## config.mk

```make
export PLATFORM = sky130hd
export DESIGN_NAME = vga_pixel_scanout
export DESIGN_NICKNAME = d
export VERILOG_FILES = /design/src/rtl/vga_pixel_scanout.sv
export SDC_FILE = /design/constraint.sdc
export NUM_CORES = 1
export LEC_CHECK = 0
export ABC_CLOCK_PERIOD_IN_PS = 4900
export CORE_ASPECT_RATIO = 2
export CORE_MARGIN = 8
export CORE_UTILIZATION = 55
export DETAILED_ROUTE_END_ITERATION = 8
export GPL_TIMING_DRIVEN = 0
export PLACE_DENSITY = 0.79
export REMOVE_ABC_BUFFERS = 1
export SYNTH_ARGS = -nofsm -noshare
export SYNTH_HDL_FRONTEND = slang
export SYNTH_SLANG_ARGS = --single-unit
```

## constraint.sdc

```tcl
create_clock -name clk -period 4.9 [get_ports clk]
set_input_delay 0.49 -clock clk [delete_from_list [all_inputs] [get_ports clk]]
set_output_delay 0.49 -clock clk [all_outputs]
set_load 0.005 [all_outputs]
```

## src/rtl/vga_pixel_scanout.sv

```systemverilog
// vga_pixel_scanout
//   Raster scan-out stage for the pixel-clock side of the frame buffer.
//   Generates VGA horizontal/vertical timing with free-running counters and
//   pops one 24-bit pixel per visible cycle from a small skid buffer that is
//   fed by the frame-buffer FIFO. Sticky underflow/overflow status is kept
//   for software debug.
//
// Ports
//   clk              pixel clock (FIFO read-side clock)
//   reset            synchronous, active-high
//   asi_data[31:0]   pixel word: [23:16]=R, [15:8]=G, [7:0]=B, [31:24] ignored
//   asi_valid        word present on asi_data
//   asi_ready        sink ready, ready latency 1
//   vga_r/g/b[7:0]   pixel colour, 0 during blanking or starvation
//   vga_hsync        horizontal sync, polarity from SYNC_ACTIVE_HIGH
//   vga_vsync        vertical sync, polarity from SYNC_ACTIVE_HIGH
//   vga_de           data enable, high on visible pixels
//   underflow_count  saturating count of visible pixels with no data
//   overflow         sticky: a word arrived while the buffer was full
//   clear_status     clears underflow_count and overflow
//
// Handshake: the source may present a word (asi_valid=1) only in the cycle
// after it saw asi_ready=1 (ready latency 1). Every asi_valid cycle is a
// transfer; the sink never back-pressures a word already in flight. To make
// that safe, asi_ready counts both stored words and the word that may still
// be in flight from last cycle's ready, and ignores same-cycle pops.

module vga_pixel_scanout #(
    parameter int H_ACTIVE         = 640,
    parameter int H_FP             = 16,
    parameter int H_SYNC           = 96,
    parameter int H_BP             = 48,
    parameter int V_ACTIVE         = 480,
    parameter int V_FP             = 10,
    parameter int V_SYNC           = 2,
    parameter int V_BP             = 33,
    parameter int SYNC_ACTIVE_HIGH = 0,
    parameter int SKID_DEPTH       = 4
) (
    input  logic        clk,
    input  logic        reset,
    input  logic [31:0] asi_data,
    input  logic        asi_valid,
    output logic        asi_ready,
    output logic [7:0]  vga_r,
    output logic [7:0]  vga_g,
    output logic [7:0]  vga_b,
    output logic        vga_hsync,
    output logic        vga_vsync,
    output logic        vga_de,
    output logic [15:0] underflow_count,
    output logic        overflow,
    input  logic        clear_status
);

    localparam int H_TOTAL = H_ACTIVE + H_FP + H_SYNC + H_BP;
    localparam int V_TOTAL = V_ACTIVE + V_FP + V_SYNC + V_BP;
    localparam int PTR_W   = $clog2(SKID_DEPTH);
    localparam int OCC_W   = PTR_W + 1;

    localparam logic [11:0] H_ACT_C      = 12'(H_ACTIVE);
    localparam logic [11:0] H_SYNC_START = 12'(H_ACTIVE + H_FP);
    localparam logic [11:0] H_SYNC_END   = 12'(H_ACTIVE + H_FP + H_SYNC);
    localparam logic [11:0] H_LAST       = 12'(H_TOTAL - 1);
    localparam logic [11:0] V_ACT_C      = 12'(V_ACTIVE);
    localparam logic [11:0] V_SYNC_START = 12'(V_ACTIVE + V_FP);
    localparam logic [11:0] V_SYNC_END   = 12'(V_ACTIVE + V_FP + V_SYNC);
    localparam logic [11:0] V_LAST       = 12'(V_TOTAL - 1);

    localparam logic [OCC_W-1:0] DEPTH_C = OCC_W'(SKID_DEPTH);
    localparam logic             SYNC_ON = (SYNC_ACTIVE_HIGH != 0);

    // Raster position
    logic [11:0] hcnt;
    logic [11:0] vcnt;
    logic        active;
    logic        h_sync_win;
    logic        v_sync_win;

    // Skid buffer
    logic [23:0]      skid_mem [SKID_DEPTH];
    logic [PTR_W-1:0] rd_ptr;
    logic [PTR_W-1:0] wr_ptr;
    logic [OCC_W-1:0] occ;
    logic [OCC_W-1:0] credit;
    logic             ready_prev;
    logic             empty;
    logic             full;
    logic             pop;
    logic             push;

    // The alpha/pad byte is carried on the bus but has no use here.
    logic unused_hi;
    assign unused_hi = ^asi_data[31:24];

    assign active     = (hcnt < H_ACT_C) && (vcnt < V_ACT_C);
    assign h_sync_win = (hcnt >= H_SYNC_START) && (hcnt < H_SYNC_END);
    assign v_sync_win = (vcnt >= V_SYNC_START) && (vcnt < V_SYNC_END);

    assign empty = (occ == '0);
    assign full  = (occ == DEPTH_C);
    assign pop   = active && !empty;
    // A full buffer still accepts a word when the head leaves this cycle.
    assign push  = asi_valid && (!full || pop);

    // Conservative credit: stored words plus the word that may arrive this
    // cycle because of last cycle's ready. Held low while in reset.
    assign credit    = occ + OCC_W'(ready_prev);
    assign asi_ready = !reset && (credit < DEPTH_C);

    // Horizontal/vertical counters. The frame starts in vertical blanking
    // so the buffer can prefill before the first visible line.
    always_ff @(posedge clk) begin
        if (reset) begin
            hcnt <= '0;
            vcnt <= V_ACT_C;
        end else if (hcnt == H_LAST) begin
            hcnt <= '0;
            vcnt <= (vcnt == V_LAST) ? 12'd0 : vcnt + 12'd1;
        end else begin
            hcnt <= hcnt + 12'd1;
        end
    end

    // Skid buffer pointers and occupancy
    always_ff @(posedge clk) begin
        if (reset) begin
            rd_ptr     <= '0;
            wr_ptr     <= '0;
            occ        <= '0;
            ready_prev <= 1'b0;
        end else begin
            ready_prev <= asi_ready;
            if (push) begin
                wr_ptr <= wr_ptr + PTR_W'(1);
            end
            if (pop) begin
                rd_ptr <= rd_ptr + PTR_W'(1);
            end
            case ({push, pop})
                2'b10:   occ <= occ + OCC_W'(1);
                2'b01:   occ <= occ - OCC_W'(1);
                default: occ <= occ;
            endcase
        end
    end

    // Storage needs no reset; occupancy alone says what is valid. When full
    // with a pop, wr_ptr == rd_ptr and the head is read before overwrite.
    always_ff @(posedge clk) begin
        if (!reset && push) begin
            skid_mem[wr_ptr] <= asi_data[23:0];
        end
    end

    // Registered display outputs, all with the same one-cycle latency.
    always_ff @(posedge clk) begin
        if (reset) begin
            vga_de    <= 1'b0;
            vga_r     <= 8'h00;
            vga_g     <= 8'h00;
            vga_b     <= 8'h00;
            vga_hsync <= ~SYNC_ON;
            vga_vsync <= ~SYNC_ON;
        end else begin
            vga_de    <= active;
            {vga_r, vga_g, vga_b} <= pop ? skid_mem[rd_ptr] : 24'h000000;
            vga_hsync <= h_sync_win ? SYNC_ON : ~SYNC_ON;
            vga_vsync <= v_sync_win ? SYNC_ON : ~SYNC_ON;
        end
    end

    // Debug status; clear wins over a same-cycle event.
    always_ff @(posedge clk) begin
        if (reset) begin
            underflow_count <= '0;
            overflow        <= 1'b0;
        end else begin
            if (clear_status) begin
                underflow_count <= '0;
            end else if (active && empty && (underflow_count != 16'hFFFF)) begin
                underflow_count <= underflow_count + 16'd1;
            end

            if (clear_status) begin
                overflow <= 1'b0;
            end else if (asi_valid && full && !pop) begin
                overflow <= 1'b1;
            end
        end
    end

endmodule
```

# Word-level counts from Yosys, hierarchy flattened
# Memories as Yosys holds them, arrays and structs flattened. A register that Yosys moved wholly into a read port is not among the register bits.
# Cells that the tools add are included.
# Widths: inputs -> output; s select.
# word_totals
reg_bits,52
ramBits,96
input_bits,36
output_inout_bits,45
elab_cells,61
memories,1
# memory_table
name,depth,word_bits,rd,rd_ports_with_merged_regs,wr,line,source
skid_mem,4,24,1,1,1,81,logic [23:0] skid_mem [SKID_DEPTH];
# op_classes
add_sub_neg,8
order_cmp,7
n_eq_ne,6
mux,6
n_bitwise,1
n_reduce_logical,21
# op_table
operator,count
$add 12x1->12 const B,2
$eq 12x10->1 const B,2
$lt 12x10->1 const B,2
$lt 12x9->1 const B,2
$add 16x1->16 const B,1
$ne 16x16->1 const B,1
$ge 12x10->1 const B,1
$ge 12x9->1 const B,1
$mux 12,1
$logic_and 1x1->1,11
$pmux 3 s2,1
$reduce_or 2->1,3
$add 2x1->2 const B,2
$logic_not 1->1,4
$mux 1,4
$add 3x1->3,1
$add 3x1->3 const B,1
$eq 3x3->1 const B,1
$logic_not 3->1,1
$lt 3x3->1 const B,1
$sub 3x1->3 const B,1
$eq 2x1->1 const B,1
$eq 2x2->1 const B,1
$reduce_bool 2->1,1
2 further kinds,2

# Longest topological paths before layout
# Gate-level depths: netlist of run 1.
# depth
ltp_word,8
ltp_mapped,9
mapped_depth_nobuf,8

# Worst setup path before layout of run 1
# No wires, ideal clock.
# synth_path
kind,register to register
from,reg vcnt[9]
to,"mem skid_mem[0][0], enable pin"
setup_ns,0.383
t_arrival_ns,1.982
t_required_ns,4.517
slack_ns,2.535
path_stages_with_launch,7
path_buffers,1
synth_period_minus_slack_ns,2.365
path_cell_list,dfxtp_1 -> nor3_1 -> and4_1 -> clkbuf_1 -> o21ai_0 -> nor2_1 -> and2_1
# synth_via
elab_chain_len,8
# synth_lines
item,line,source
from (decl),75,logic [11:0] vcnt;
from (signal assigned),119,vcnt <= (vcnt == V_LAST) ? 12'd0 : vcnt + 12'd1;
$lt 12x9->1,96,assign active = (hcnt < H_ACT_C) && (vcnt < V_ACT_C);
$logic_and 1x1->1,96,
$logic_and 1x1->1,102,assign pop = active && !empty;
$logic_or 1x1->1,104,assign push = asi_valid && (!full || pop);
$logic_and 1x1->1,104,
$logic_and 1x1->1,151,if (!reset && push) begin
$mux 1,151,
$mux 1 (not written as such),152,skid_mem[wr_ptr] <= asi_data[23:0];
to (decl),81,
# No other way between the ends.

# Final worst setup path of run 1
# layout_path
from,reg vcnt[9]
to,"mem skid_mem[3][23], enable pin"
# The elaborated chain is that of the path after synthesis.

==> flow_metrics.tcl, run 1 <==
set metrics [dict create \
    clock.fmax_ghz 0.335 \
    status "finished, final reports clean" \
    p_clk_frac 0.435 \
    fin_cells 712 \
    yosys_warnings 0 \
    dp_hpwl_um 7900 \
    port_buffers 72 \
    ioPinCount 81 \
    clkSlewWorstSetupHoldPaths_ps 70 \
    cp_slowest_cell "and2_1" \
    wl_um 12300 \
    seq_area_frac_synth 0.661 \
    clockBufferDepth 2 \
    postRouteAntennaNets 0 \
    fin_crit_ps 2990 \
    hold_path.class "flop to flop" \
    start_kind "flop" \
    max_cap_violations 0 \
    gr-total-overflow 0 \
    synthXorXnorAreaFrac 0.0329 \
    crit_family "simple AND/OR/NAND/NOR gates" \
    tritoncts "done" \
    finalPower_mw 2.96 \
    cts_hold_buf 0 \
    ys_types 45 \
    fin_nets 598 \
    slowest_delay_ps 1030 \
    cts.sinks 172 \
    cts_buffers 17 \
    yosys.area_share.adder 0.0199 \
    grt_usage 0.162 \
    coreArea_um2 12000 \
    synth_mux_area_frac 0.0890 \
    cts_setup_buffers 0 \
    syn_area_um2 6660 \
    grt_pass1_vias 3956 \
    start_util 0.556 \
    dpl_cell_area_um2 7520 \
    path_max_fanout 24 \
    drt-initial-drc-count 239 \
    p_leak_nw 2.63 \
    die-area_um2 16100 \
    drc_errors 0 \
    vias_per_cell 5.62 \
    cp_num_buf_inv 0 \
    std_cell_rows 57 \
    synth_top_flop_cell "edfxtp_1" \
    synth_top_cell_by_area "edfxtp_1" \
    clock_skew_ps 10.4 \
    syn_to_final_growth_pct 21.6 \
    setup_viol 0 \
    gp_congestion 0.857 \
    internal_power_mw 2.30 \
    synth-compound-area-share 0.0345 \
    dp_cells 680 \
    cp-end-kind "flop" \
    grt_pass1_wl_um 19900 \
    grt_antenna_before_repair 0 \
    synth-seq-cells 172 \
    swShare 0.223 \
    powerDensity_nw_per_um2 365 \
    htree_levels 4 \
    synth_edf_count 96 \
    n_fill_cell 860 \
    synth_top_area_frac 0.433 \
    drive_gt1_frac 0.117 \
    required_ps 4930 \
    clk-insertion-delay-late_ps 420 \
    grt_start_max_net_pins 31 \
    tns_ps 0 \
    syn_inst 478 \
    worstPathCellList "nor3_1, and4_1, o21ai_0, nor2_1, and2_1" \
    hold_viol 0 \
    crit_type "flop to flop" \
    die_x_um 93.8 \
    antenna_cells 0 \
    ir_drop_mv 0.265 \
    finalCritPeriodShare 0.610 \
    cts_root_buf "clkbuf_16" \
    worst_slew_pin_slew_ps 1290 \
    yosys.area_share.simple 0.145 \
    crit_arrival_ps 3020 \
    rsz0062_at_grt "false" \
    slew_viol_final 0 \
    syn_area_per_cell_um2 13.9 \
    via_count 3999 \
    ctsResizeCount 0 \
    drtPass1Iterations 4 \
    die_height_um 172 \
    synthArstFlopShare 0 \
    final_cell_area_um2 8100 \
    ys_top_cells_by_area "edfxtp_1 43%, dfxtp_1 23%, mux4_2 8.1%, nor2_1 2.7%, nor2b_1 2.5%" \
    wire_per_inst_um 17.3 \
    p_comb_frac 0.035 \
    seq_power_share 0.530 \
    maxSlewHeadroom 0.142 \
    synth_top_family_by_area "simple AND/OR/NAND/NOR gates" \
    power.switching_mw 0.661 \
]
## kinds of logic (layout without fill, tap and decap cells)
kind of cell / after synthesis / count (layout)
AO/OA/AOI/OAI: 37 / 37
AND/OR/NAND/NOR: 174 / 174
buffers and inverters: 31 / 118
flip-flops: 172 / 172
XOR/XNOR: 25 / 25
adder cells (fa/ha/maj): 10 / 10
multiplexers: 29 / 29
## routing by layer
layer / part of all wire / track usage / wire [µm]
met5: 0 / 0 / 0
met4: 0.017 / 0.0660 / 204
met3: 0.060 / 0.0490 / 744
met2: 0.49 / 0.255 / 6020
met1: 0.44 / 0.201 / 5380
## path summary, 6_finish.rpt
path	start	endpoint	slack, ps	cells past startpoint
worst min-delay path	overflow	overflow	480	2
worst max register to register	vcnt[9]	skid_mem[3][23]	1910	5
worst min register to register	overflow	overflow	480	2
worst max-delay path	vcnt[9]	skid_mem[3][23]	1910	5
## sequential cells by signal (all words and copies together) (netlist names), 2 cells and up
signal,count
vga_b,8
vga_r,8
hcnt,12
skid_mem,96
occ,3
vga_g,8
rd_ptr,2
wr_ptr,2
underflow_count,16
vcnt,12
## worst reg2reg max path: cells and delay by family, from the launching register on
kind | cells | cell delay [ps]
AO/OA/AOI/OAI | 1 | 250
flip-flops | 1 | 370
AND/OR/NAND/NOR | 4 | 1940
## Yosys cell counts (3+ instances only)
| cell type | instances |
|---|---|
| or3_1 | 12 |
| nand3b_1 | 4 |
| nor2_1 | 48 |
| clkbuf_1 | 13 |
| nor3_1 | 5 |
| and4_1 | 3 |
| and2_1 | 5 |
| ha_1 | 9 |
| edfxtp_1 | 96 |
| buf_1 | 3 |
| nor4_1 | 4 |
| a21oi_1 | 14 |
| nand4_1 | 12 |
| o31ai_1 | 4 |
| xnor2_1 | 16 |
| xor2_1 | 9 |
| nand2_1 | 14 |
| nand3_1 | 18 |
| and3_1 | 4 |
| mux4_2 | 24 |
| nand2b_1 | 3 |
| or4_1 | 6 |
| inv_1 | 13 |
| o21ai_0 | 9 |
| nor2b_1 | 27 |
| mux2i_1 | 3 |
| dfxtp_1 | 76 |
## cell usage in the layout, fill, tap and decap left out, types with 12 or more instances in the layout
cell type and n:
edfxtp_1 96, dfxtp_1 75, clkdlybuf4s50_1 72, nor2_1 48, nor2b_1 27, mux4_2 24, nand3_1 18, clkbuf_16 17
xnor2_1 16, nand2_1 14, a21oi_1 14, inv_1 13, nand4_1 12, or3_1 12
## area by class of cell
cell class	count	area, µm²	area share
clock buffer	18	439	0.0542
clock inverter	14	145	0.0179
inverter	13	48.8	0.00602
multi-input combinational	275	2140	0.264
sequential	172	4410	0.544
tap	147	184	0.0227
timing repair buffer	73	741	0.0914
## through the flow
step                      hold WS [ps]  utilization  worst slack, ps
final                              475        0.676             1910
after global routing               506        0.676             1650
after CTS                          479        0.676             1890
after detailed placement           465        0.628             1580
after global placement             457        0.626             1590
after floorplan                    441            -             2630
## power groups by stage
| stage | clock (mW) | combinational, mW | sequential [mW] |
|---|---|---|---|
| floorplan | 0 | 0.0541 | 1.60 |
| global placement | 0 | 0.100 | 1.60 |
| detailed placement | 0 | 0.103 | 1.60 |
| CTS | 1.31 | 0.105 | 1.57 |
| global route | 1.38 | 0.114 | 1.57 |
| finish | 1.29 | 0.103 | 1.57 |
Power figures use the tool's default switching activity.
==> run 2, diff against run 1 <==
ABC_CLOCK_PERIOD_IN_PS = 3100   (was 4900)
clock period = 3.1 ns   (was 4.9 ns; I/O delays follow)
==> run 2 against run 1 <==
Wire length barely moved. Final cell count unchanged. Maximum frequency is 14% higher. Non-clock buffer count unchanged. First-iteration DRC count is the same. Die area unchanged. Final area is essentially flat. Count of clock-buffer cells in the layout unchanged. Hold slack did not move. Sequential share of layout area is essentially flat. Critical endpoint is now occ[2].
==> flow_metrics.tcl, run 2 (synthesis gave the netlist of run 1 again) <==
set metrics [dict create \
    status "finished, final reports clean" \
    clk-insertion-delay-late_ps 420 \
    grt_start_max_net_pins 31 \
    top_regs "skid_mem x96, underflow_count x16" \
    cts_root_buf "clkbuf_16" \
    wire_per_inst_um 17.3 \
    cp_slowest_cell "or3_1" \
    grt_usage 0.162 \
    grt_antenna_before_repair 0 \
    hold_viol 0 \
    start_util 0.556 \
    cts_hold_buf 0 \
    swShare 0.223 \
    fin_util 0.677 \
    gp_congestion 0.857 \
    n_fill_cell 860 \
    max_cap_violations 0 \
    ioPinCount 81 \
    setup_viol 0 \
    start_kind "flop" \
    cts_buffers 17 \
    worstPathCellList "nor3_1, nand4_1, or3_1, fa_1, nor2b_1, nand2_1, a32oi_1, a21oi_1" \
    multiInputGateArea_um2 2150 \
    seqCellArea_um2 4410 \
    final_cell_area_um2 8110 \
    maxSlewHeadroom 0.187 \
    tritoncts "done" \
    clockBufferDepth 2 \
    postRouteAntennaNets 0 \
    rsz0062_at_grt "false" \
    port_buffers 72 \
    crit_arrival_ps 2890 \
    place_ws_ps -39.6 \
    finalCritPeriodShare 0.848 \
    std_cell_rows 57 \
    wl_um 12300 \
    drc_errors 0 \
    dpl_cell_area_um2 7520 \
    p_leak_nw 2.63 \
    grt_pass1_wl_um 19900 \
    dp_cells 680 \
    reg2regPathDepth 8 \
    finalPower_mw 4.68 \
    fin_crit_ps 2630 \
    vias_per_cell 5.62 \
    mostFrequentLayoutCell "edfxtp_1" \
    fin_cells 712 \
    power.switching_mw 1.04 \
    die_x_um 93.8 \
    cts.sinks 172 \
    clock.fmax_ghz 0.380 \
    drtPass1Iterations 4 \
    required_ps 3360 \
    via_count 4000 \
    die-area_um2 16100 \
    coreArea_um2 12000 \
    dp_hpwl_um 7900 \
    cp-end-kind "flop" \
    hold_path.class "flop to flop" \
    antenna_cells 0 \
    fin_nets 598 \
    drive_gt1_frac 0.124 \
    crit_type "flop to flop" \
    worst_slew_pin_slew_ps 1220 \
    ir_drop_mv 0.419 \
    htree_levels 4 \
    largest_reg_flops 96 \
    die_height_um 172 \
    regMostFlops "skid_mem" \
    p_comb_frac 0.035 \
    layout_common_cells "96 x edfxtp_1, 75 x dfxtp_1, 72 x clkdlybuf4s50_1" \
    slew_viol_final 0 \
    grt_pass1_vias 3956 \
    hold_depth 2 \
    p_clk_frac 0.435 \
    finalWorstSetupSlack_ps 471 \
    drt-initial-drc-count 239 \
    slowest_delay_ps 480 \
    powerDensity_nw_per_um2 577 \
    clkSlewWorstSetupHoldPaths_ps 70 \
    internal_power_mw 3.63 \
    syn_to_final_growth_pct 21.7 \
    path_max_fanout 9 \
    gr-total-overflow 0 \
    seq_power_share 0.530 \
    clock_skew_ps 10.4 \
]
[run 2: final cells by class]
type	count	area share
Clock buffer	18	0.0542
Sequential cell	172	0.543
Tap cell	147	0.0227
Multi-Input combinational cell	275	0.265
Clock inverter	14	0.0179
Inverter	13	0.00602
Timing Repair Buffer	73	0.0913
[run 2: path summary, 6_finish.rpt]
check / startpoint / end / slack (ps)
hold / removal: overflow / overflow / 480
setup reg to reg: vcnt[9] / occ[2] / 470
setup / recovery: vcnt[9] / occ[2] / 470
hold reg to reg: overflow / overflow / 480
[run 2: worst max-delay path: cells and delay by family, from the launching register on]
kind	cells	cell delay [ps]
adders and majority gates	1	420
and+or+nand+nor	5	1370
AOI/OAI and AO/OA	2	290
DFF	1	370
[run 2: timing repair]
item / in CTS / in global routing
buffers inserted: 0 / 0
gates resized for setup: 0 / 4
setup endpoints to repair: 0 / 96
[run 2: metal layers]
layer  vias up  GRT usage  part of all wire
li1       1924          -                 -
met1      1937      0.201              0.44
met2       124      0.255              0.49
met3        15     0.0490             0.061
met4         0     0.0660             0.017
met5         -          0                 0
[run 2: power groups by stage]
stage | clock network (mW) | logic, mW | registers [mW]
6_report | 2.03 | 0.164 | 2.48
5_1_grt | 2.17 | 0.181 | 2.48
4_1_cts | 2.08 | 0.166 | 2.48
3_5_place_dp | 0 | 0.163 | 2.53
3_3_place_gp | 0 | 0.159 | 2.53
2_1_floorplan | 0 | 0.0855 | 2.52
[run 2: metrics by stage]
| step | hold WS [ps] | TNS, ps |
|---|---|---|
| after floorplan | 379 | 0 |
| after global placement | 457 | -652 |
| after detailed placement | 465 | -1040 |
| after CTS | 479 | 0 |
| after global routing | 506 | 0 |
| final | 475 | 0 |
